===== src/rtl/wash_pkg.sv =====
// Shared types for the wash sequencer: state encoding, the output bundle,
// and the Moore output decode used by the top level.
package wash_pkg;

    typedef enum logic [3:0] {
        IDLE        = 4'd0,
        FILL_SOAP   = 4'd1,
        SOAP_WASH   = 4'd2,
        DRAIN_SOAP  = 4'd3,
        FILL_RINSE  = 4'd4,
        RINSE       = 4'd5,
        DRAIN_RINSE = 4'd6,
        SPIN        = 4'd7,
        DONE        = 4'd8,
        FAULT       = 4'd9
    } state_e;

    typedef struct packed {
        logic door_lock;
        logic motor_on;
        logic fill_valve_on;
        logic drain_valve_on;
        logic soap_wash;
        logic water_wash;
        logic done;
        logic error;
    } outs_t;

    function automatic int max2(input int a, input int b);
        return (a > b) ? a : b;
    endfunction

    // Only pause and drained reach the outputs combinationally; pause gates
    // motor/fill, drained releases the lock once a faulted tub is empty.
    function automatic outs_t decode_outs(input state_e st, input logic pause,
                                          input logic drained);
        outs_t o;
        o = '0;
        o.door_lock = 1'b1;
        case (st)
            IDLE:        o.door_lock = 1'b0;
            FILL_SOAP:   o.fill_valve_on = !pause;
            SOAP_WASH: begin
                o.motor_on  = !pause;
                o.soap_wash = 1'b1;
            end
            DRAIN_SOAP:  o.drain_valve_on = 1'b1;
            FILL_RINSE:  o.fill_valve_on = !pause;
            RINSE: begin
                o.motor_on   = !pause;
                o.water_wash = 1'b1;
            end
            DRAIN_RINSE: o.drain_valve_on = 1'b1;
            SPIN: begin
                o.motor_on       = !pause;
                o.drain_valve_on = 1'b1;
            end
            DONE: begin
                o.door_lock = 1'b0;
                o.done      = 1'b1;
            end
            FAULT: begin
                o.error          = 1'b1;
                o.drain_valve_on = 1'b1;
                o.door_lock      = !drained;
            end
            default:     o.door_lock = 1'b0;
        endcase
        return o;
    endfunction

endpackage


===== src/rtl/wash_timer.sv =====
// Up-counter shared by every timed and fill state; clear wins over enable,
// terminal count flags the last counted cycle of the current state.
module wash_timer #(
    parameter int WIDTH = 4
) (
    input  logic             clk_i,
    input  logic             rst_i,
    input  logic             clr_i,
    input  logic             en_i,
    input  logic [WIDTH-1:0] term_i,
    output logic             tc_o
);

    logic [WIDTH-1:0] cnt_q;

    always_ff @(posedge clk_i) begin
        if (rst_i)       cnt_q <= '0;
        else if (clr_i)  cnt_q <= '0;
        else if (en_i)   cnt_q <= cnt_q + 1'b1;
    end

    assign tc_o = (cnt_q == term_i);

endmodule


===== src/rtl/wash_cycle_controller.sv =====
// Washing-machine sequencer: soap wash, RINSE_COUNT fill/rinse/drain passes,
// spin, with pause and a fill-timeout fault that only reset clears.
module wash_cycle_controller
    import wash_pkg::*;
#(
    parameter int WASH_CYCLES  = 8,
    parameter int RINSE_CYCLES = 4,
    parameter int RINSE_COUNT  = 2,
    parameter int SPIN_CYCLES  = 6,
    parameter int FILL_LIMIT   = 16
) (
    input  logic       clock,
    input  logic       reset,
    input  logic       start,
    input  logic       door_close,
    input  logic       filled,
    input  logic       detergent_added,
    input  logic       drained,
    input  logic       pause,
    output logic       door_lock,
    output logic       motor_on,
    output logic       fill_valve_on,
    output logic       drain_valve_on,
    output logic       soap_wash,
    output logic       water_wash,
    output logic       done,
    output logic       error,
    output logic [3:0] state
);

    localparam int MAXC = max2(max2(WASH_CYCLES, RINSE_CYCLES), max2(SPIN_CYCLES, FILL_LIMIT));
    localparam int TW   = $clog2(MAXC + 1);
    localparam int RW   = $clog2(RINSE_COUNT + 1);

    // Terminal counts are N-1: the edge ending the Nth unpaused cycle exits.
    localparam logic [TW-1:0] WASH_TC  = TW'(WASH_CYCLES - 1);
    localparam logic [TW-1:0] RINSE_TC = TW'(RINSE_CYCLES - 1);
    localparam logic [TW-1:0] SPIN_TC  = TW'(SPIN_CYCLES - 1);
    localparam logic [TW-1:0] FILL_TC  = TW'(FILL_LIMIT - 1);
    localparam logic [RW-1:0] RINSE_LAST = RW'(RINSE_COUNT - 1);

    state_e          state_q, state_d;
    logic [RW-1:0]   rinse_q, rinse_d;
    logic [TW-1:0]   tmr_term;
    logic            tmr_en, tmr_clr, tmr_tc;
    outs_t           outs;

    always_ff @(posedge clock) begin
        if (reset) begin
            state_q <= IDLE;
            rinse_q <= '0;
        end else begin
            state_q <= state_d;
            rinse_q <= rinse_d;
        end
    end

    always_comb begin
        state_d  = state_q;
        rinse_d  = rinse_q;
        tmr_term = WASH_TC;
        tmr_en   = 1'b0;
        case (state_q)
            IDLE: if (start && door_close) state_d = FILL_SOAP;
            FILL_SOAP: begin
                tmr_term = FILL_TC;
                tmr_en   = !pause;
                // A fill completing on the timeout edge takes priority.
                if (!pause) begin
                    if (filled && detergent_added) state_d = SOAP_WASH;
                    else if (tmr_tc)               state_d = FAULT;
                end
            end
            SOAP_WASH: begin
                tmr_term = WASH_TC;
                tmr_en   = !pause;
                if (!pause && tmr_tc) state_d = DRAIN_SOAP;
            end
            DRAIN_SOAP: if (drained) begin
                state_d = FILL_RINSE;
                rinse_d = '0;
            end
            FILL_RINSE: begin
                tmr_term = FILL_TC;
                tmr_en   = !pause;
                if (!pause) begin
                    if (filled)      state_d = RINSE;
                    else if (tmr_tc) state_d = FAULT;
                end
            end
            RINSE: begin
                tmr_term = RINSE_TC;
                tmr_en   = !pause;
                if (!pause && tmr_tc) state_d = DRAIN_RINSE;
            end
            DRAIN_RINSE: if (drained) begin
                if (rinse_q == RINSE_LAST) begin
                    state_d = SPIN;
                end else begin
                    state_d = FILL_RINSE;
                    rinse_d = rinse_q + 1'b1;
                end
            end
            SPIN: begin
                tmr_term = SPIN_TC;
                tmr_en   = !pause;
                if (!pause && tmr_tc) state_d = DONE;
            end
            DONE:    if (!start) state_d = IDLE;
            FAULT:   state_d = FAULT;
            default: state_d = IDLE;
        endcase
    end

    // Every state change restarts the shared timer.
    assign tmr_clr = (state_d != state_q);

    wash_timer #(.WIDTH(TW)) u_timer (
        .clk_i  (clock),
        .rst_i  (reset),
        .clr_i  (tmr_clr),
        .en_i   (tmr_en),
        .term_i (tmr_term),
        .tc_o   (tmr_tc)
    );

    assign outs           = decode_outs(state_q, pause, drained);
    assign door_lock      = outs.door_lock;
    assign motor_on       = outs.motor_on;
    assign fill_valve_on  = outs.fill_valve_on;
    assign drain_valve_on = outs.drain_valve_on;
    assign soap_wash      = outs.soap_wash;
    assign water_wash     = outs.water_wash;
    assign done           = outs.done;
    assign error          = outs.error;
    assign state          = state_q;

endmodule

===== config.mk =====
export PLATFORM = sky130hd
export DESIGN_NAME = wash_cycle_controller
export DESIGN_NICKNAME = d
export VERILOG_FILES = /design/src/rtl/wash_pkg.sv /design/src/rtl/wash_timer.sv /design/src/rtl/wash_cycle_controller.sv
export SDC_FILE = /design/constraint.sdc
export NUM_CORES = 1
export LEC_CHECK = 0
export BUFFER_PORTS_ARGS = -buffer_cell sky130_fd_sc_hd__clkbuf_2
export CORE_MARGIN = 2
export CORE_UTILIZATION = 55
export CTS_BUF_LIST = sky130_fd_sc_hd__clkbuf_4
export DETAILED_ROUTE_END_ITERATION = 10
export PLACE_DENSITY = 0.82
export SETUP_SLACK_MARGIN = 0.1
export SLEW_MARGIN = 15
export SYNTH_ARGS = -nofsm -noshare
export SYNTH_HDL_FRONTEND = slang
export SYNTH_HIERARCHICAL = 1
export SYNTH_SLANG_ARGS = --single-unit

===== constraint.sdc =====
create_clock -name clock -period 4.4 [get_ports clock]
set_input_delay 0.44 -clock clock [delete_from_list [all_inputs] [get_ports clock]]
set_output_delay 0.44 -clock clock [all_outputs]
set_load 0.02 [all_outputs]

-- After elaboration in Yosys (flattened, before gate mapping)
Index checks and enable logic that the tools add are counted.
- output and inout port bits: 12
- flip-flop bits (word level): 11
- word-level logic and storage cells: 62
- muxes and demuxes: 28
- $add $sub $neg: 2
- reduce and logical (&&, ||, !) cells: 14
- eq/ne operators: 15
- operators with widths (cell ; count):
    4-bit 2-to-1 mux ; 12
    4-bit case mux with 10 select lines ; 1
    4-bit by 3-bit == test with 1-bit output, second input constant ; 4
    4-bit case mux with 3 select lines ; 1
    4-bit by 2-bit == test with 1-bit output, second input constant ; 2
    4-bit == test, second input constant ; 2
    1-bit 2-to-1 mux ; 8
    2-bit 2-to-1 mux ; 4
    7-bit OR reduction ; 1
    2-bit inequality test, second input constant ; 3
    5-bit by 1-bit adder with 5-bit output, second input constant ; 1
    5-bit by 4-bit == test with 1-bit output ; 1
    5-bit OR reduction ; 1
    4-bit by 1-bit == test with 1-bit output, second input constant ; 1
    4-bit logical NOT ; 1
    4-bit inequality test ; 1
    2-bit case mux with 2 select lines ; 1
    4-bit AND reduction ; 1
    2-bit OR reduction ; 2
    4-bit OR reduction ; 1
    1-bit logical AND ; 3
    3-bit OR reduction ; 1
    2-bit by 1-bit adder with 2-bit output, second input constant ; 1
    2-bit by 1-bit == test with 1-bit output, second input constant ; 1
    other kinds (3) ; 4

-- Depth between registers and ports, before layout
- depth in word-level cells: 10
- gate-level depth with buffers: 13
- depth with buffers taken out: 12

-- By module
Netlist, hierarchy kept.
- modules (own cells, without submodules) (module ; sequential area each (um^2) ; cells an instance ; instances ; area an instance (um^2)):
    wash_cycle_controller ; 120.1 ; 104 ; 1 ; 713.2
    wash_timer ; 100.1 ; 26 ; 1 ; 252.7

-- Worst setup path before layout
No wires, ideal clock.
- kind: register to register
- from: reg state_q[0], in the netlist state[0]
- to: reg u_timer.cnt_q[0]
- library setup time: 0.078 ns
- data required time: 4.322 ns
- data arrival time: 2.455 ns
- slack: 1.867 ns
- cell stages (with the launch flop): 14
- cells stage by stage: dfxtp_1 > buf_4 > buf_4 > buf_2 > nor2b_1 > nand2_1 > xor2_1 > nor3_1 > nor2b_1 > nand3_1 > a31o_1 > nand3_1 > nand3b_1 > nor3_1
- longest elaborated chain between the ends: 10
- ends and longest elaborated chain (item ; RTL line ; RTL):
    from (decl) ; wash_cycle_controller.sv:42 ; state_e state_q, state_d;
    from (signal assigned) ; wash_cycle_controller.sv:53 ; state_q <= state_d;
    4-bit by 3-bit == test with 1-bit output / 4-bit by 1-bit == test with 1-bit output (equally long branches) ; wash_cycle_controller.sv:63 ; case (state_q)
    2-bit OR reduction (no source line) ; - ;
    4-bit case mux with 3 select lines * ; wash_cycle_controller.sv:63 ;
    net tmr_term[2] ; wash_cycle_controller.sv:44 ; logic [TW-1:0] tmr_term;
    5-bit by 4-bit == test with 1-bit output * ; wash_timer.sv:22 ; assign tc_o = (cnt_q == term_i);
    net tmr_tc ; wash_cycle_controller.sv:45 ; logic tmr_en, tmr_clr, tmr_tc;
    4-bit 2-to-1 mux ; wash_cycle_controller.sv:71, wash_cycle_controller.sv:88 ;
    4-bit 2-to-1 mux, on equally long branches ; wash_cycle_controller.sv:87, wash_cycle_controller.sv:70 ;
    4-bit 2-to-1 mux, on equally long branches ; wash_cycle_controller.sv:86, wash_cycle_controller.sv:69 ;
    4-bit case mux with 10 select lines * ; wash_cycle_controller.sv:63 ;
    4-bit inequality test * ; wash_cycle_controller.sv:116 ; assign tmr_clr = (state_d != state_q);
    net tmr_clr ; wash_cycle_controller.sv:45 ;
    2-bit OR reduction (no source line) * ; - ;
    to (signal assigned) ; wash_timer.sv:19 ; else if (en_i) cnt_q <= cnt_q + 1'b1;
    to (decl) ; wash_timer.sv:14 ; logic [WIDTH-1:0] cnt_q;
Mark *: on every way through the listed nets, which the timed path passes. The rest lies on a longest branch.
A chain may end at the register's enable or synchronous reset.

-- Final worst setup path
- from: reg state_q[0], in the netlist state[0]
- to: reg u_timer.cnt_q[2]
The elaborated chain is that of the path after synthesis.

==> results.sh <==
export IMPL_coreArea_sq_um=1690
export IMPL_dr_pass1_iters=4
export IMPL_slew_viol_final=0
export IMPL_period_minus_slack_ns=3.24
export IMPL_place_area_sq_um=1020
export IMPL_gp_congestion=0.906
export IMPL_p_leak_nw=0.402
export IMPL_antenna_found_initial=0
export IMPL_drive_above_1_share_pct=18.8
export IMPL_routed_wl_mm=2.13
export IMPL_relSlewSlack_pct=39.1
export IMPL_die_w_microns=45.9
export IMPL_stdcell_area_sq_um=1050
export IMPL_wl_per_cell_microns=13.2
export IMPL_clk_latency_ns=0.29
export IMPL_worst_slew_pin_slew_ns=0.912
export IMPL_hold_viol=0
export IMPL_grt_total_usage_pct=22.7
export IMPL_synth_edf_count=0
export IMPL_arrival_ns=3.44
export IMPL_fillers=145
export IMPL_setup_violations=0
export IMPL_rows=15
export IMPL_cts_max_level=1
export IMPL_cts_sinks=11
export IMPL_antenna_cells=0
export IMPL_ys_seq_area_share_pct=22.8
export IMPL_total_power_w=0.000233
export IMPL_power_density_nw_per_um2=222
export IMPL_root_buffer="clkbuf_4"
export IMPL_cts_buffer_depth=2
export IMPL_grt_pass1_wl_mm=3.39
export IMPL_critPathMaxStageDelay_ns=0.92
export IMPL_cts_tree="yes"
export IMPL_dp_hpwl_mm=1.47
export IMPL_maxCapViolCount=0
export IMPL_ctsHoldBuffers=0
export IMPL_path_cells="xnor2_1 -> or3_1 -> inv_1 -> xnor2_1 -> nand3_1 -> nor3_1 -> nand2b_1 -> nand3_1 -> a31o_1 -> a21oi_1 -> nand3b_1 -> nor3_1"
export IMPL_combPwrFrac_pct=20.6
export IMPL_syn_inst=130
export IMPL_via_count=991
export IMPL_critPathRequiredTime_ns=4.60
export IMPL_crit_fanout=29
export IMPL_finClkSkew_ns=0.00821
export IMPL_ys_types=41
export IMPL_grt_overflow_total=0
export IMPL_vias_per_cell=6.16
export IMPL_ys_ff_latch=11
export IMPL_netlist_area_sq_um=966
export IMPL_final_util_pct=62.2
export IMPL_hp_class="in -> reg"
export IMPL_p_sw_w=0.0000773
export IMPL_ys_warn_count=6
export IMPL_status="finished clean"
export IMPL_tns_ns=0
export IMPL_synth_flop_cell="dfxtp_1"
export IMPL_power_clock_fraction_pct=31.8
export IMPL_ioPinCount=20
export IMPL_grt_pass1_vias=786
export IMPL_worstSetupStartpointType="register"
export IMPL_cts_buffers=3
export IMPL_syn_area_per_cell_sq_um=7.43
export IMPL_syn_num_nets=140
export IMPL_drt_antenna_violating_nets=0
export IMPL_die_h_microns=45.9
export IMPL_grt_max_degree=30
export IMPL_cell_internal_pwr_w=0.000156
export IMPL_crit_slowest_cell="dfxtp_1"
export IMPL_cts_setup_buffers=0
export IMPL_start_util_pct=57.2
export IMPL_switching_share_pct=33.1
export IMPL_seqPwrFrac_pct=47.6
export IMPL_clkTransAtPathRegs_ns=0.08
export IMPL_area_growth_pct=8.81
export IMPL_max_freq_mhz=309
export IMPL_finalNetCount=155
export IMPL_critPathTopFamily="simple AND/OR/NAND/NOR gates"
export IMPL_rsz0062_at_grt="false"
export IMPL_drt_iter0_drc=30
export IMPL_ir_drop_mv=0.174
export IMPL_async_flop_share_pct=0
export IMPL_route_detailed_drc=0
export IMPL_cts_resized_gates=0
export IMPL_worstSetupPathType="reg -> reg"
export IMPL_dieArea_sq_um=2110
export IMPL_port_buffer_count=19
export IMPL_fin_crit_sh_pct=73.5
export IMPL_end_kind="register"
export IMPL_crit_buf_inv=1
## worst register-to-register path: cells and delay by family (launching register included)
kind / cells / cell delay, ns
simple gates: 7 / 1.64
flops: 1 / 0.92
compound gates: 2 / 0.27
xor+xnor: 2 / 0.26
buf+inv: 1 / 0.08
## cells in the mapped netlist (2+ instances only)
cell | count | area (sq um)
nor3_1 | 14 | 70.1
or3_1 | 4 | 25.0
nor3b_2 | 2 | 25.0
nor2b_1 | 3 | 18.8
nand2b_1 | 4 | 25.0
buf_2 | 5 | 25.0
xor2_1 | 5 | 43.8
dfxtp_1 | 11 | 220
nor4b_1 | 2 | 17.5
buf_4 | 3 | 22.5
a21oi_1 | 8 | 40.0
nor4bb_1 | 2 | 20.0
o21ai_1 | 2 | 10.0
nand4_1 | 2 | 12.5
a31oi_1 | 2 | 12.5
nand3_1 | 7 | 35.0
xnor2_1 | 5 | 43.8
nand2_1 | 9 | 33.8
ha_1 | 2 | 25.0
nor2_1 | 11 | 41.3
mux2i_1 | 3 | 30.0
conb_1 | 2 | 7.51
a31o_1 | 2 | 17.5
inv_1 | 3 | 11.3
## power groups by stage
stage | clock, W | sequential [W] | combinational (W)
finish | 0.0000742 | 0.000111 | 0.0000480
global route | 0.0000797 | 0.000112 | 0.0000536
CTS | 0.0000771 | 0.000111 | 0.0000480
detailed placement | 0 | 0.000113 | 0.0000478
global placement | 0 | 0.000113 | 0.0000474
floorplan | 0 | 0.000107 | 0.0000413
## flip-flops by register name (all words and copies together) (netlist names)
register,flops
state,4
u_timer/cnt_q,5
rinse_q,2
## cell usage in the layout, fill, tap and decap left out, types with 2 or more instances in the layout
| master | count |
|---|---|
| nand2_1 | 9 |
| xor2_1 | 5 |
| nor4bb_1 | 2 |
| clkbuf_4 | 3 |
| a21oi_1 | 8 |
| nor4b_1 | 2 |
| nor2_1 | 11 |
| dfxtp_1 | 11 |
| nor3b_2 | 2 |
| clkbuf_2 | 19 |
| ha_1 | 2 |
| a31oi_1 | 2 |
| nand4_1 | 2 |
| nor3_1 | 14 |
| nand2b_1 | 4 |
| o21ai_1 | 2 |
| nand3_1 | 7 |
| xnor2_1 | 5 |
| nor2b_1 | 3 |
| mux2i_1 | 3 |
| inv_1 | 3 |
| or3_1 | 4 |
| a31o_1 | 2 |
| conb_1 | 2 |
## through the flow
step | cells | hold WS (ns) | setup WS (ns)
3_5_place_dp | 157 | 0.497 | 1.21
6_report | 161 | 0.487 | 1.16
3_3_place_gp | 157 | 0.478 | 1.31
2_1_floorplan | 130 | 0.460 | 1.87
4_1_cts | 161 | 0.479 | 1.17
5_1_grt | 161 | 0.484 | 0.818
## area by class of cell
cell class / instances / area (sq um) / share of cell area (%)
Timing Repair Buffer: 19 / 95.1 / 9.05
Clock buffer: 3 / 22.5 / 2.14
Inverter: 4 / 15.0 / 1.43
Tap cell: 17 / 21.3 / 2.02
Multi-Input combinational cell: 106 / 672 / 63.9
Clock inverter: 1 / 5.00 / 0.476
Sequential cell: 11 / 220 / 21.0
## path summary, 6_finish.rpt
kind / start / end / slack, ns / cells past startpoint
max reg2reg: state[0]$_SDFF_PP0_ / u_timer/cnt_q[2]$_SDFFE_PP0P_ / 1.16 / 12
min: reset / state[3]$_SDFF_PP0_ / 0.49 / 2
min reg2reg: rinse_q[1]$_SDFFE_PP0P_ / rinse_q[1]$_SDFFE_PP0P_ / 0.51 / 2
max: state[0]$_SDFF_PP0_ / u_timer/cnt_q[2]$_SDFFE_PP0P_ / 1.16 / 12
## cell families after synthesis
family / after synthesis / synth area share [%]
buffers and inverters: 13 / 7.64
AND/OR/NAND/NOR: 65 / 37.0
adder cells (fa/ha/maj): 2 / 2.59
flip-flops: 11 / 22.8
AO/OA/AOI/OAI: 24 / 17.0
XOR/XNOR: 10 / 9.07
multiplexers: 3 / 3.11
other: 2 / 0.777
## metal layers
layer | GRT usage, % | routed length, microns | vias up
met3 | 8.33 | 131 | 6
met1 | 28.2 | 971 | 455
li1 | - | - | 496
met4 | 10.3 | 38 | 0
met2 | 34.7 | 985 | 34
met5 | 0 | 0 | -
Note: power is estimated with default switching activity, not from simulation.
